`src/rtl/sdvig_out.sv`:
```
// sdvig_out: parallel-in, serial-out register, MSB first.
// Loads sw on a load push. Shifts on a manual push or on a timed tick.
//
// Ports:
//   clk       system clock (rising edge)
//   rst       asynchronous active-high reset
//   key_load  raw load button
//   key_shift raw shift button (manual mode only)
//   sw        parallel word sampled on load
//   sw_auto   1 = timed shifting, 0 = manual shifting
//   bit_out   last bit shifted out, held until the next shift
//   bit_valid one-cycle pulse when bit_out updates
//   LEDS      current shift register contents
//   count     bits still to send
//   empty     high when count == 0
module sdvig_out #(
    parameter int WIDTH    = 8,
    parameter int TICK_DIV = 50000000
) (
    input  logic                       clk,
    input  logic                       rst,
    input  logic                       key_load,
    input  logic                       key_shift,
    input  logic [WIDTH-1:0]           sw,
    input  logic                       sw_auto,
    output logic                       bit_out,
    output logic                       bit_valid,
    output logic [WIDTH-1:0]           LEDS,
    output logic [$clog2(WIDTH+1)-1:0] count,
    output logic                       empty
);

    localparam int CW = $clog2(WIDTH + 1);
    localparam int TW = $clog2(TICK_DIV);

    logic [2:0]       load_sync;
    logic [2:0]       shift_sync;
    logic             push_load;
    logic             push_shift;
    logic             auto_q;
    logic             mode_chg;
    logic [TW-1:0]    tick;
    logic             tick_hit;
    logic             busy;
    logic             shift_ev;
    logic             do_shift;
    logic [WIDTH-1:0] sreg;

    // Three-flop chains: bit0 is the sampler, push fires on a 0->1 seen
    // between bit1 and bit2. No debounce, so bounces give extra pushes.
    always_ff @(posedge clk or posedge rst) begin
        if (rst) begin
            load_sync  <= '0;
            shift_sync <= '0;
            auto_q     <= 1'b0;
        end else begin
            load_sync  <= {load_sync[1:0], key_load};
            shift_sync <= {shift_sync[1:0], key_shift};
            auto_q     <= sw_auto;
        end
    end

    assign push_load  = load_sync[1] & ~load_sync[2];
    assign push_shift = shift_sync[1] & ~shift_sync[2];

    // A mode flip restarts the tick period so the remaining bits simply
    // continue under the new mode.
    assign mode_chg = sw_auto ^ auto_q;
    assign busy     = (count != '0);

    assign tick_hit = sw_auto & ~mode_chg & busy
                    & (tick == TW'(TICK_DIV - 1));

    always_comb begin
        shift_ev = push_shift;
        if (sw_auto) begin
            shift_ev = tick_hit;
        end
    end

    // Load has priority; a shift with nothing left is dropped.
    assign do_shift = shift_ev & busy & ~push_load;

    always_ff @(posedge clk or posedge rst) begin
        if (rst) begin
            tick <= '0;
        end else if (push_load | mode_chg | ~sw_auto | ~busy | tick_hit) begin
            tick <= '0;
        end else begin
            tick <= tick + TW'(1);
        end
    end

    always_ff @(posedge clk or posedge rst) begin
        if (rst) begin
            sreg    <= '0;
            count   <= '0;
            bit_out <= 1'b0;
        end else if (push_load) begin
            sreg  <= sw;
            count <= CW'(WIDTH);
        end else if (do_shift) begin
            sreg    <= {sreg[WIDTH-2:0], 1'b0};
            count   <= count - CW'(1);
            bit_out <= sreg[WIDTH-1];
        end
    end

    always_ff @(posedge clk or posedge rst) begin
        if (rst) begin
            bit_valid <= 1'b0;
        end else begin
            bit_valid <= do_shift;
        end
    end

    assign LEDS  = sreg;
    assign empty = ~busy;

endmodule

```
`config.mk`:
```
export PLATFORM = sky130hd
export DESIGN_NAME = sdvig_out
export DESIGN_NICKNAME = d
export VERILOG_FILES = /design/src/rtl/sdvig_out.sv
export SDC_FILE = /design/constraint.sdc
export NUM_CORES = 1
export LEC_CHECK = 0
export CAP_MARGIN = 10
export CORE_UTILIZATION = 50
export DETAILED_ROUTE_END_ITERATION = 16
export PLACE_DENSITY = 0.79
export SYNTH_ARGS = -nofsm -noshare
export SYNTH_HDL_FRONTEND = slang
export SYNTH_SLANG_ARGS = --single-unit
```
`constraint.sdc`:
```
create_clock -name clk -period 2.1 [get_ports clk]
set_input_delay 0.525 -clock clk [delete_from_list [all_inputs] [get_ports clk]]
set_output_delay 0.525 -clock clk [all_outputs]
set_load 0.005 [all_outputs]
```
After elaboration in Yosys (flattened, before gate mapping):

Index checks and enable logic that the tools add are counted.
W data, S select, Z words.

* add/sub/neg operators: 2
* equal/unequal tests: 1
* mux-type cells: 6
* bitwise operators: 18
* reductions and logical operators: 3

Operators by type and width (number)
* $add A26 B1 Y26 const B: 1
* $eq A26 B26 Y1 const B: 1
* $mux W26: 1
* $mux W8: 2
* $mux W4: 2
* $and A1 B1 Y1: 7
* $not A1 Y1: 6
* $or A1 B1 Y1: 4
* $reduce_bool A4 Y1: 1
* $sub A4 B1 Y4 const B: 1
* $reduce_and A2 Y1: 1
* $reduce_bool A2 Y1: 1
* $mux W1: 1
* $xor A1 B1 Y1: 1

* register bits: 47
* bits of input ports: 13
* output and inout port bits: 15
* word-level logic and storage cells: 38

Depth between registers and ports, before layout:

* depth after elaboration: 10
* depth in mapped cells: 8

Worst setup path after synthesis:

Ideal clock, no wire load.

* kind: register to register
* start: register tick[16]
* end: register bit_out
* arrival time: 2.108 ns
* setup slack: -0.135 ns
* stages on the path, launching flop included: 6
* path buffers: 0
* cells stage by stage: dfrtp_1 -> or4b_4 -> nor4_4 -> nand4_4 -> a211oi_4 -> mux2_1

* cells in the longest elaborated chain, start to end: 6

Ends and longest elaborated chain
* from (decl): line 42 `logic [TW-1:0] tick;`
* from (signal assigned): line 90 `tick <= tick + TW'(1);`
* $eq A26 B26 Y1: line 72 `& (tick == TW'(TICK_DIV - 1));`
* $and A1 B1 Y1: line 72
* $mux W1: line 76 `if (sw_auto) begin`
* $and A1 B1 Y1 (2 in a row): line 82 `assign do_shift = shift_ev & busy & ~push_load;`
* named net do_shift: line 46 `logic do_shift;`
* $reduce_and A2 Y1 (no line)
* to (signal assigned): line 105 `bit_out <= sreg[WIDTH-1];`
* to (decl): line 26 `output logic bit_out,`

The timed path passes the listed nets, and every way through them passes these cells.
A chain may end at the register's enable or synchronous reset.

Final worst setup path:

Ends and elaborated chain as after synthesis.

==> metrics.md <==
| Metric | Value |
|---|---|
| Post-synthesis cell area | 2330 µm² |
| Cell Rows | 24 |
| First-pass DRT Iterations | 4 |
| CTS root buffer | clkbuf_8 |
| Grt total ovfl | 0 |
| Worst hold path type | flip-flop to flip-flop |
| Max VDD drop | 0.000496 V |
| Clk_skew | 0.0119 ns |
| CP Max Fanout | 3 |
| Net Sw Frac | 0.252 |
| P_sw | 536 µW |
| Via/cell ratio | 5.66 |
| Req. time, crit path | 2.30 ns |
| Syn_area_per_cell | 10.1 µm² |
| Core area | 4410 µm² |
| Pleak | 1.26 nW |
| Crit-path cells | or4b_4 -> nor4_4 -> buf_4 -> nand4_4 -> a211oi_4 -> mux2_4 |
| Reg-to-reg slack, setup | -0.09 ns |
| Slew margin rel. | 0.530 |
| Crit-path max cell delay | 0.57 ns |
| Critical R2R Launch | tick[16] |
| Vias in the first global route | 1,896 |
| Most common cell after layout, fill and taps aside | dfrtp_1 |
| Longest Clk Path Bufs | 2 |
| Async SR Flop Fraction | 1.00 |
| Kind of critical path | flip-flop to flip-flop |
| CP arrival | 2.39 ns |
| Slowest-stage cell, CP | or4b_4 |
| Htree depth | 2 |
| Worst hold path cell count | 0 |
| Crit start category | flip-flop |
| Worst Max-Slew Pin Slew | 0.703 ns |
| Antenna cells | 0 |
| Synth top area share | 0.504 |
| Buf/Inv on CP | 1 |
| Mapped Nets | 247 |
| Gr usage total | 0.230 |
| Synth Instances | 230 |
| DIE HEIGHT | 70.3 µm |
| Number of synthesis warnings | 0 |
| Pwr dens | 695 nW/µm² |
| RSZ-0062 raised after global routing | true |
| Flops & latches, synth | 47 |
| Hold Vio Cnt, Final | 0 |
| Clock Latency Late Sink | 0.30 ns |
| WP depth | 6 |
| Failing checks | negative setup slack |
| Final setup TNS | -0.576 ns |
| Endpoints failing setup | 10 |
| Pint | 1.59 mW |
| Top_reg_cell synth | dfrtp_1 |
| Fin crit period | 2.19 ns |
| Hold path startpoint | shift_sync[0] |
| Clock group share of total power | 0.322 |
| Synth-to-layout area growth | 31.4% |
| Post-synth EDFFs | 0 |
| Post-detail-place hpwl | 3.41 mm |
| CTS buffer count | 5 |
| FF-to-FF path depth | 6 |
| Final net count | 303 |
| Sequential fraction of design power | 0.486 |
| FMAX | 457 MHz |
| Max-Cap Viols | 0 |
| First-pass GRT wire length | 8.94 mm |
| Via count | 1,920 |
| Logic pwr share | 0.191 |
| Drt wl/cell | 15.1 µm |
| Largest area contributor in the netlist | dfrtp_1 |
| Die width | 70.3 µm |
| DRC viols | 0 |
| Setup ws final | -0.0893 ns |
| CTS tree | yes |
| Core Util, Final | 0.694 |
| Antenna Nets Post-Route | 0 |
| Max-slew violation count | 0 |
| Die area | 4940 µm² |
| Hold-critical path endpoint | shift_sync[1] |
| DRT Wirelength | 5.13 mm |
| Initial antenna violation count | 0 |
| IO Port Bufs | 27 |
| Worst r2r dst | bit_out |
| Share of post-route cells with drive strength above 1 | 0.188 |
| Starting Density | 0.528 |
| Final period util | 1.04 |
| Largest net degree at the start of global routing | 28 |
| Synth area leaders | dfrtp_1 (50%), nor2_1 (6.9%), xnor2_1 (6.8%) |
| Status | complete, but fails checks |
| IO Pins | 28 |
| Worst setup EP type | flip-flop |
| Cell family with most CP delay | simple AND/OR/NAND/NOR gates |
| Routability cong. | 0.821 |
| Clock Sinks | 47 |
| Starting DRT DRC Count | 163 |
| Synth cell types | 40 |
| CTS clock-pin slew for the worst setup and hold paths | 0.09 ns |
| Register area share after synthesis | 0.504 |
| Most frequent cells in the layout | dfrtp_1 (47), nor2_1 (43), buf_4 (27), clkdlybuf4s50_1 (26), xnor2_1 (18) |
[Yosys cell counts (2+ instances only)]
| cell type | instances |
|---|---|
| and3_1 | 2 |
| nand2_1 | 17 |
| clkbuf_1 | 7 |
| nor3b_1 | 2 |
| o21ai_0 | 4 |
| inv_1 | 6 |
| and4_1 | 6 |
| nor2_1 | 43 |
| buf_2 | 2 |
| xnor2_1 | 18 |
| ha_1 | 4 |
| a221oi_1 | 6 |
| nor4_1 | 7 |
| nand2b_1 | 2 |
| nand4_1 | 2 |
| a211o_1 | 4 |
| o211ai_1 | 2 |
| and2_1 | 2 |
| a21oi_1 | 3 |
| nor3_1 | 6 |
| xor2_1 | 6 |
| or3_1 | 2 |
| a221o_1 | 6 |
| nand3_1 | 9 |
| dfrtp_1 | 47 |
[flip-flops by register name (all words and copies together) (netlist names)]
name        cells
tick           26
LEDS            8
count           4
load_sync       3
shift_sync      3
auto_q          1
bit_out         1
bit_valid       1
[timing repair]
item                                    4_1_cts  5_1_grt
resized for setup                             5        7
cloned                                        0        0
pin swaps                                     5        1
hold buffers                                  0        0
endpoints found under the setup margin       14       38
buffers inserted                              4        1
[logic make-up after synthesis]
family	share of synthesized area
XOR/XNOR	0.0901
multiplexers	0.00912
AND/OR/NAND/NOR	0.251
buffers and inverters	0.0268
AO/OA/AOI/OAI	0.0971
flip-flops	0.504
adder cells (fa/ha/maj)	0.0215
[final cells by class]
type | instances | area [µm²]
fillers | 319 | 1350
flip-flops and latches | 47 | 1180
well taps | 52 | 65.1
repair buffers | 59 | 546
clock inverters | 2 | 35.0
inverters | 6 | 22.5
multi-input cells | 167 | 1140
clock buffers | 6 | 82.6
[stage by stage]
stage               area, µm²  worst slack (ns)  power (mW)  hold slack [ns]  instances
detailed placement       2870            -0.535        1.44            0.338        326
global route             3070            -0.184        2.22            0.372        339
CTS                      3030            -0.105        2.13            0.360        338
floorplan                2340           -0.0514        1.21            0.331        230
global placement         2870            -0.461        1.43            0.336        326
finish                   3070           -0.0893        2.13            0.361        339
[power groups by stage]
stage / Combinational (mW) / Sequential [mW] / Clock [mW]
after floorplan: 0.169 / 1.04 / 0
final: 0.408 / 1.04 / 0.686
after CTS: 0.402 / 1.03 / 0.695
after global routing: 0.444 / 1.04 / 0.732
after detailed placement: 0.392 / 1.05 / 0
after global placement: 0.382 / 1.04 / 0
[worst max path at each step]
stage / slack [ns] / start / end
after floorplan: -0.05 / tick[18] / bit_out
after CTS: -0.11 / tick[16] / bit_out
after detailed placement: -0.53 / sw_auto / LEDS[6]
after global routing: -0.18 / tick[16] / bit_out
after global placement: -0.46 / sw_auto / LEDS[4]
final: -0.09 / tick[16] / bit_out
[routing by layer]
metal,global-route usage,up-vias,wire (µm)
li1,-,927,-
met1,0.318,942,2300
met2,0.360,44,2550
met3,0.0519,7,218
met4,0.0711,0,63
met5,0,-,0
No activity file was read; power rests on OpenSTA's default activity.
